`src/rtl/ex4_ctrl_seq.sv`:
```
// ex4_ctrl_seq: upstream control stage for the enable/clear counter.
// It shifts in the counter's compare vector one bit per cycle, commits it,
// and then sequences the counter through clear, run and halt by driving
// X (x_out) and Clear (clear_out). The counter's W input ends a run.
// All outputs are registered and track the state register.
// Optional feature: define CTRL_TIMEOUT_EN to add a RUN-cycle limit
// (TIMEOUT cycles) that halts the run and sets a sticky timeout flag.
module ex4_ctrl_seq #(
    parameter int CW        = 33,
    parameter bit WRAP_STOP = 1'b1,
    parameter int TIMEOUT   = 1000
) (
    input  logic          clock,
    input  logic          reset_n,
    input  logic          sin,
    input  logic          sload,
    input  logic          start,
    input  logic          stop,
    input  logic          clr_req,
    input  logic          w_in,
    output logic          x_out,
    output logic          clear_out,
    output logic [CW-1:0] c_out,
    output logic          busy,
    output logic          done,
    output logic          load_err,
    output logic          timeout
);

    typedef enum logic [2:0] {
        ST_IDLE  = 3'd0,
        ST_LOAD  = 3'd1,
        ST_CLEAR = 3'd2,
        ST_RUN   = 3'd3,
        ST_HALT  = 3'd4
    } state_t;

    // Bit counter saturates at CW+1 so an over-long load stays flagged.
    localparam int CNTW = $clog2(CW + 2);
    localparam logic [CNTW-1:0] CNT_MAX  = CNTW'(CW + 1);
    localparam logic [CNTW-1:0] CNT_FULL = CNTW'(CW);

    state_t          state_r;
    state_t          state_s;
    logic            go_run_r;   // CLEAR exits to RUN when set, else to IDLE
    logic            go_run_s;
    logic            shift_s;
    logic            commit_s;
    logic [CW-1:0]   shadow_r;
    logic [CNTW-1:0] count_r;

`ifdef CTRL_TIMEOUT_EN
    localparam int RCW = $clog2(TIMEOUT + 1);
    localparam logic [RCW-1:0] RUN_LAST = RCW'(TIMEOUT - 1);
    logic [RCW-1:0] run_cnt_r;
    logic           tmo_hit_s;
`endif

    // Next-state and datapath-strobe decode; event priorities are encoded by if-chain order.
    always_comb begin
        state_s  = state_r;
        go_run_s = go_run_r;
        shift_s  = 1'b0;
        commit_s = 1'b0;
`ifdef CTRL_TIMEOUT_EN
        tmo_hit_s = 1'b0;
`endif
        case (state_r)
            ST_IDLE: begin
                if (sload) begin
                    state_s = ST_LOAD;
                    shift_s = 1'b1;
                end else if (clr_req) begin
                    state_s  = ST_CLEAR;
                    go_run_s = 1'b0;
                end else if (start) begin
                    state_s  = ST_CLEAR;
                    go_run_s = 1'b1;
                end else begin
                    state_s = ST_IDLE;
                end
            end
            ST_LOAD: begin
                if (sload) begin
                    shift_s = 1'b1;
                end else begin
                    commit_s = 1'b1;
                    state_s  = ST_IDLE;
                end
            end
            ST_CLEAR: begin
                if (go_run_r) begin
                    state_s = ST_RUN;
                end else begin
                    state_s = ST_IDLE;
                end
            end
            ST_RUN: begin
                if (clr_req) begin
                    state_s  = ST_CLEAR;
                    go_run_s = 1'b1;
                end else if (stop) begin
                    state_s = ST_IDLE;
                end else if (WRAP_STOP && w_in) begin
                    state_s = ST_HALT;
`ifdef CTRL_TIMEOUT_EN
                end else if (run_cnt_r == RUN_LAST) begin
                    state_s   = ST_HALT;
                    tmo_hit_s = 1'b1;
`endif
                end else begin
                    state_s = ST_RUN;
                end
            end
            ST_HALT: begin
                if (clr_req) begin
                    state_s  = ST_CLEAR;
                    go_run_s = 1'b0;
                end else if (start) begin
                    state_s  = ST_CLEAR;
                    go_run_s = 1'b1;
                end else if (stop) begin
                    state_s = ST_IDLE;
                end else begin
                    state_s = ST_HALT;
                end
            end
            default: begin
                state_s  = ST_IDLE;
                go_run_s = 1'b0;
            end
        endcase
    end

    // State register, serial-load datapath and outputs registered from the next state.
    always_ff @(posedge clock) begin
        if (!reset_n) begin
            state_r   <= ST_IDLE;
            go_run_r  <= 1'b0;
            shadow_r  <= '0;
            count_r   <= '0;
            c_out     <= '0;
            load_err  <= 1'b0;
            x_out     <= 1'b0;
            clear_out <= 1'b0;
            busy      <= 1'b0;
            done      <= 1'b0;
        end else begin
            state_r  <= state_s;
            go_run_r <= go_run_s;
            if (shift_s) begin
                shadow_r <= {shadow_r[CW-2:0], sin};
                if (count_r != CNT_MAX) begin
                    count_r <= count_r + CNTW'(1);
                end
            end else if (commit_s) begin
                c_out    <= shadow_r;
                load_err <= (count_r != CNT_FULL);
                count_r  <= '0;
            end
            x_out     <= (state_s == ST_RUN);
            clear_out <= (state_s == ST_CLEAR);
            busy      <= (state_s == ST_LOAD) || (state_s == ST_CLEAR) || (state_s == ST_RUN);
            done      <= (state_s == ST_HALT);
        end
    end

`ifdef CTRL_TIMEOUT_EN
    // RUN-cycle counter and sticky timeout flag, both cleared on entry to CLEAR.
    always_ff @(posedge clock) begin
        if (!reset_n) begin
            run_cnt_r <= '0;
            timeout   <= 1'b0;
        end else if (state_s == ST_CLEAR) begin
            run_cnt_r <= '0;
            timeout   <= 1'b0;
        end else begin
            if (state_r == ST_RUN) begin
                run_cnt_r <= run_cnt_r + RCW'(1);
            end
            if (tmo_hit_s) begin
                timeout <= 1'b1;
            end
        end
    end
`else
    // Without the limit the timeout flag is a constant-zero register.
    always_ff @(posedge clock) begin
        timeout <= 1'b0;
    end
`endif

endmodule

```
`config.mk`:
```
export PLATFORM = sky130hd
export DESIGN_NAME = ex4_ctrl_seq
export DESIGN_NICKNAME = d
export VERILOG_FILES = /design/src/rtl/ex4_ctrl_seq.sv
export SDC_FILE = /design/constraint.sdc
export NUM_CORES = 1
export LEC_CHECK = 0
export BUFFER_PORTS_ARGS = -buffer_cell sky130_fd_sc_hd__buf_4
export CORE_MARGIN = 1.5
export CORE_UTILIZATION = 50
export CTS_CLUSTER_DIAMETER = 150
export DETAILED_ROUTE_END_ITERATION = 6
export PLACE_DENSITY = 0.82
export SETUP_SLACK_MARGIN = 0.15
export SLEW_MARGIN = 10
export SYNTH_ARGS = -nofsm -noshare
export SYNTH_HDL_FRONTEND = slang
export SYNTH_SLANG_ARGS = --single-unit
export TNS_END_PERCENT = 5
```
`constraint.sdc`:
```
create_clock -name clock -period 3.2 [get_ports clock]
set_input_delay 0.32 -clock clock [delete_from_list [all_inputs] [get_ports clock]]
set_output_delay 0.32 -clock clock [all_outputs]
set_load 0.005 [all_outputs]
```
==> flow_metrics.env, run 1 <==
export IMPL_via_per_inst=5.24
export IMPL_drtAntennaViolNets=0
export IMPL_slew_headroom_pct=47.5
export IMPL_setup_tns_ns=0
export IMPL_hold_violations=0
export IMPL_holdPathStages=2
export IMPL_setup_viol=0
export IMPL_grt_pass1_wl_um=9650
export IMPL_drv_slew=0
export IMPL_drc=0
export IMPL_cts_tree="built"
export IMPL_syn_inst=370
export IMPL_fin_crit_ns=1.97
export IMPL_coreArea_um2=5850
export IMPL_nets=416
export IMPL_seq_area_frac_synth_pct=53.9
export IMPL_syn_avg_cell_area_um2=8.13
export IMPL_htree_levels=3
export IMPL_cts_sinks=81
export IMPL_yosys_area_top_type_share_pct=53.9
export IMPL_peakVddDrop_uv=274
export IMPL_worstHoldPathType="in2reg"
export IMPL_synth_common_cells="nand2_1 (137), dfxtp_1 (81), a21oi_1 (73), clkbuf_1 (18), inv_1 (5)"
export IMPL_clockBufferDepth=2
export IMPL_crit_path_end_kind="flop"
export IMPL_hpwl_um=3800
export IMPL_grt_use_total_pct=19.2
export IMPL_async_flop_share_pct=0
export IMPL_clk_pin_slew_worst_paths_ns=0.07
export IMPL_pin_count=47
export IMPL_max_freq_mhz=509
export IMPL_finalCritPeriodShare_pct=61.4
export IMPL_status="completed"
export IMPL_synth_most_common_cell="nand2_1"
export IMPL_arrival_ns=2.16
export IMPL_first_global_vias=2191
export IMPL_cts_resized=0
export IMPL_r2r_cells=3
export IMPL_overflow=0
export IMPL_synth_top_cell_by_area="dfxtp_1"
export IMPL_grt_max_degree=48
export IMPL_n_antenna_cell=0
export IMPL_antenna_found_initial=0
export IMPL_clock_latency_ns=0.34
export IMPL_r2r_setup_slack_ns=1.23
export IMPL_postRouteWirelength_um=5860
export IMPL_yosysWarnings=0
export IMPL_first_pass_iters=4
export IMPL_worstPathMaxFanout=37
export IMPL_cts_root_buf="clkbuf_8"
export IMPL_r2r_start="state_r[2]$_SDFF_PN0_"
export IMPL_wl_per_cell_um=12.1
export IMPL_ctsHoldBuffers=0
export IMPL_area_growth_pct=18.1
export IMPL_setup_ws_ns=1.23
export IMPL_synth_cell_types=38
export IMPL_start_kind="flop"
export IMPL_io_buffers=45
export IMPL_netlist_area_um2=3010
export IMPL_stdcell_area_um2=3550
export IMPL_die_w_um=80.5
export IMPL_p_leak_nw=1.28
export IMPL_cp_required_ns=3.39
export IMPL_fillers=527
export IMPL_clock_skew_ns=0.00513
export IMPL_post_cts_buffers=0
export IMPL_synthesis_nets=381
export IMPL_drive_above_1_share_pct=16.4
export IMPL_place_area_um2=3370
export IMPL_num_vias=2537
export IMPL_drtIter0Drc=136
export IMPL_gp_congestion=0.769
export IMPL_synth_edf_count=0
export IMPL_synth_seq_cells=81
export IMPL_maxCapViolCount=0
export IMPL_path_class="reg2reg"
export IMPL_multi_input_area_um2=1260
export IMPL_worstHoldStart="stop"
export IMPL_die_height_um=80.5
export IMPL_pre_cts_ws_ns=1.09
export IMPL_cts_made_buffers=9
export IMPL_synth_top_cells_by_area="dfxtp_1 (54%), nand2_1 (17%), a21oi_1 (12%), clkbuf_1 (2.2%), ha_1 (1.2%)"
export IMPL_power_density_nw_per_um2=507
export IMPL_synth_flop_cell="dfxtp_1"
export IMPL_dieArea_um2=6490
export IMPL_r2r_end="c_out[17]$_SDFFE_PN0P_"
export IMPL_start_util_pct=51.4
export IMPL_holdPathEnd="done$_SDFF_PN0_"
export IMPL_regArea_um2=1620
export IMPL_tightestPinTransition_ns=0.788
export IMPL_grt_setup_unrepaired="no"
export IMPL_fp_row_count=28
## kinds of logic (layout without fill, tap and decap cells)
| family | Yosys count | after routing | synth area share [%] |
|---|---|---|---|
| flip-flops | 81 | 81 | 53.9 |
| AO/OA/AOI/OAI | 91 | 91 | 16.6 |
| multiplexers | 2 | 2 | 0.666 |
| buffers and inverters | 31 | 70 | 4.24 |
| AND/OR/NAND/NOR | 161 | 161 | 23.2 |
| other | 1 | 1 | 0.125 |
| adder cells (fa/ha/maj) | 3 | 3 | 1.25 |
## where the power goes
part | total (mW) | leakage (nW) | switching [mW] | internal, mW
combinational | 0.100 | 0.532 | 0.0688 | 0.0316
clock | 0.673 | 0.0915 | 0.332 | 0.340
sequential | 1.03 | 0.654 | 0.0107 | 1.02
total | 1.80 | 1.28 | 0.412 | 1.39
## critical path: stages (launching register included)
cell and delay, ns:
dfxtp_1 0.43, or4b_2 1.10, nand2_1 0.19, a21oi_1 0.08
## area by class of cell
cell class                 instances  share of cell area, %
clock buffer                      13                   4.76
clock inverter                     2                  0.352
timing repair buffer              49                   10.4
sequential                        81                   45.7
inverter                           6                  0.634
multi-input combinational        258                   35.6
tap                               75                   2.64
## metal layers
layer | wire length, um | share of wire [%] | up-vias | global-route usage [%]
met1 | 2670 | 46 | 1182 | 23.7
met2 | 2850 | 49 | 46 | 31.2
met3 | 213 | 3.6 | 12 | 4.32
met5 | 0 | 0 | - | 0
met4 | 129 | 2.2 | 0 | 10.2
li1 | - | - | 1297 | -
## cell usage in the layout, fill, tap and decap left out, types with 2 or more instances in the layout
cell,count
a211o_1,3
a211oi_1,3
a21oi_1,73
a31oi_1,2
buf_4,49
clkbuf_8,12
dfxtp_1,81
ha_1,3
inv_1,5
mux2i_1,2
nand2_1,137
nand2b_1,3
nand3_1,3
nor2_1,3
nor4_1,2
o2111ai_1,2
o21ai_1,2
o31ai_1,2
or3_1,2
## stage by stage
stage | hold slack [ns] | instances | power, mW | util (%)
after detailed placement | 0.448 | 469 | 1.15 | 57.6
after global placement | 0.444 | 469 | 1.15 | 57.6
after CTS | 0.158 | 484 | 1.82 | 60.7
after floorplan | 0.398 | 370 | 1.12 | -
after global routing | 0.160 | 484 | 1.87 | 60.7
final | 0.173 | 484 | 1.80 | 60.7
## worst max path at each step
stage | from | end | slack, ns | cells after the start
floorplan | state_r[2]$_SDFF_PN0_ | count_r[3]$_SDFFE_PN0P_ | 1.69 | 5
global placement | state_r[2]$_SDFF_PN0_ | count_r[5]$_SDFFE_PN0P_ | 1.19 | 3
detailed placement | state_r[2]$_SDFF_PN0_ | count_r[5]$_SDFFE_PN0P_ | 1.09 | 3
CTS | state_r[2]$_SDFF_PN0_ | count_r[3]$_SDFFE_PN0P_ | 1.09 | 3
global route | state_r[2]$_SDFF_PN0_ | c_out[17]$_SDFFE_PN0P_ | 1.12 | 4
finish | state_r[2]$_SDFF_PN0_ | c_out[17]$_SDFFE_PN0P_ | 1.23 | 3
## sequential cells by signal, summed over array words and instances (netlist names)
| signal | count |
|---|---|
| c_out | 33 |
| shadow_r | 33 |
| count_r | 6 |
| state_r | 3 |
| busy | 1 |
| clear_out | 1 |
| done | 1 |
| go_run_r | 1 |
| load_err | 1 |
| x_out | 1 |
Power figures use the tool's default switching activity.
==> inputs of run 2 (changes only) <==
- ABC_AREA: default -> 1
- clock period: 3.2 -> 2.03 ns (I/O delays scaled with it)
==> flow_metrics.env, run 2 <==
export IMPL_final_common_cell="nor2_1"
export IMPL_first_pass_iters=4
export IMPL_cts_tree="built"
export IMPL_synth_top_cell_by_area="dfxtp_1"
export IMPL_clock_latency_ns=0.35
export IMPL_synth_common_cells="nor2_1 (153), dfxtp_1 (81), o21ai_0 (63), nand2_1 (12), nand3_1 (10)"
export IMPL_pin_count=47
export IMPL_drtAntennaViolNets=0
export IMPL_clk_pin_slew_worst_paths_ns=0.08
export IMPL_slowest_stage="dfxtp_1"
export IMPL_yosys_area_top_type_share_pct=52.7
export IMPL_fillers=548
export IMPL_synthesis_nets=402
export IMPL_gp_congestion=0.850
export IMPL_first_global_vias=2291
export IMPL_postRouteWirelength_um=5780
export IMPL_maxCapViolCount=0
export IMPL_peakVddDrop_uv=462
export IMPL_cpMostUsedCell="nor2_1"
export IMPL_clockBufferDepth=2
export IMPL_final_cell_mix="nor2_1 (153), dfxtp_1 (81), o21ai_0 (63), buf_4 (48), nand2_1 (12)"
export IMPL_slowest_delay_ns=0.57
export IMPL_hold_violations=0
export IMPL_worstPathMaxFanout=36
export IMPL_cts_sinks=81
export IMPL_netlist_area_um2=3080
export IMPL_final_util_pct=60.3
export IMPL_max_freq_mhz=627
export IMPL_power_density_nw_per_um2=912
export IMPL_r2r_setup_slack_ns=0.44
export IMPL_r2r_start="state_r[1]$_SDFF_PN0_"
export IMPL_n_antenna_cell=0
export IMPL_status="completed"
export IMPL_power_mw=3.26
export IMPL_path_cells="nor2_8 -> inv_4 -> nand2_1 -> nor2_2 -> inv_2 -> nor2_1 -> nor2_1"
export IMPL_syn_avg_cell_area_um2=7.87
export IMPL_fin_crit_ns=1.59
export IMPL_antenna_found_initial=0
export IMPL_start_util_pct=52.0
export IMPL_p_leak_nw=1.55
export IMPL_setup_ws_ns=0.435
export IMPL_worstHoldPathType="in2reg"
export IMPL_synth_seq_cells=81
export IMPL_post_cts_buffers=0
export IMPL_synth_top_cells_by_area="dfxtp_1 (53%), nor2_1 (19%), o21ai_0 (10%), buf_6 (2.6%), nand3_1 (1.6%)"
export IMPL_synth_most_common_cell="nor2_1"
export IMPL_overflow=0
export IMPL_num_vias=2561
export IMPL_htree_levels=3
export IMPL_setup_worst_path_start="state_r[1]$_SDFF_PN0_"
export IMPL_finalCritPeriodShare_pct=78.6
export IMPL_area_growth_pct=16.0
export IMPL_setup_viol=0
export IMPL_reg_largest_list="c_out: 33 flops, shadow_r: 33 flops, count_r: 6 flops"
export IMPL_critPathTopFamily="flip-flops"
export IMPL_drc=0
export IMPL_seq_area_frac_synth_pct=52.7
export IMPL_grt_setup_unrepaired="no"
export IMPL_crit_end="busy$_SDFF_PN0_"
export IMPL_crit_path_end_kind="flop"
export IMPL_start_kind="flop"
export IMPL_pre_cts_ws_ns=0.442
export IMPL_arrival_ns=1.83
export IMPL_nets=439
export IMPL_die_w_um=81.5
export IMPL_grt_pass1_wl_um=9690
export IMPL_io_buffers=45
export IMPL_coreArea_um2=5920
export IMPL_synth_edf_count=0
export IMPL_ctsHoldBuffers=0
export IMPL_critPathBufInv=2
export IMPL_cts_made_buffers=9
export IMPL_path_class="reg2reg"
export IMPL_async_flop_share_pct=0
export IMPL_wl_per_cell_um=11.4
export IMPL_dieArea_um2=6640
export IMPL_synth_flop_cell="dfxtp_1"
export IMPL_cts_root_buf="clkbuf_8"
export IMPL_hpwl_um=3770
export IMPL_r2r_end="busy$_SDFF_PN0_"
export IMPL_drv_slew=0
export IMPL_via_per_inst=5.04
export IMPL_fp_row_count=28
export IMPL_cp_required_ns=2.26
export IMPL_setup_tns_ns=0
export IMPL_hold_worst_slack_ns=0.0432
export IMPL_path_depth=7
export IMPL_grt_use_total_pct=19.1
export IMPL_r2r_cells=7
export IMPL_cts_resized=0
export IMPL_grt_max_degree=40
export IMPL_die_height_um=81.5
export IMPL_drtIter0Drc=125
export IMPL_yosysWarnings=0
export IMPL_drive_above_1_share_pct=17.1
export IMPL_synth_cell_types=29
export IMPL_clock_skew_ns=0.00686
export IMPL_syn_inst=391
run 2: cell types whose count changed in the layout (fill, tap and decap cells not counted), sizes merged, moves of 3 or more:
cell / change
nand2b: -3
nor2: +153
nand2: -122
o21ai: +67
nand3: +7
a211o: -3
inv: +8
a21oi: -65
run 2: cells by family (layout without fill, tap and decap cells):
logic type	Yosys count	in the layout	synth area share [%]
AND/OR/NAND/NOR	187	187	25.4
adder cells (fa/ha/maj)	3	3	1.22
AO/OA/AOI/OAI	83	83	13.9
flip-flops	81	81	52.7
buffers and inverters	36	78	6.71
other	1	1	0.122
run 2: layout make-up:
cell class | instances | area, um^2 | area share (%)
sequential | 81 | 1620 | 45.4
multi-input combinational | 274 | 1250 | 35.0
timing repair buffer | 48 | 360 | 10.1
clock buffer | 13 | 149 | 4.17
tap | 75 | 93.8 | 2.63
inverter | 14 | 55.1 | 1.54
clock inverter | 3 | 40.0 | 1.12
run 2: where the power goes:
part / switching, mW / total, mW / internal [mW]
sequential: 0.0709 / 1.77 / 1.69
combinational: 0.204 / 0.356 / 0.152
clock: 0.535 / 1.14 / 0.600
run 2: per-stage QoR:
| stage | area, um^2 | instances |
|---|---|---|
| after CTS | 3570 | 508 |
| after detailed placement | 3380 | 492 |
| after floorplan | 3080 | 391 |
| after global routing | 3570 | 508 |
| final | 3570 | 508 |
| after global placement | 3380 | 492 |
run 2: metal layers:
layer / GRT usage [%] / share of wire (%) / vias up
met5: 0 / 0 / -
met1: 23.2 / 48 / 1163
li1: - / - / 1338
met4: 8.62 / 1.6 / 0
met3: 5.22 / 5.0 / 9
met2: 31.6 / 46 / 51
run 2: how the worst min path moves through the flow:
stage / from / end / cells past startpoint
floorplan: stop / done$_SDFF_PN0_ / 1
global placement: stop / state_r[2]$_SDFF_PN0_ / 2
detailed placement: stop / done$_SDFF_PN0_ / 2
CTS: stop / done$_SDFF_PN0_ / 2
global route: stop / done$_SDFF_PN0_ / 2
finish: stop / done$_SDFF_PN0_ / 2
run 2: worst reg2reg max path, stage by stage (launching register included):
cell     delay (ns)
dfxtp_1        0.57
nor2_8         0.17
inv_4          0.30
nand2_1        0.11
nor2_2         0.15
inv_2          0.05
nor2_1         0.08
nor2_1         0.05
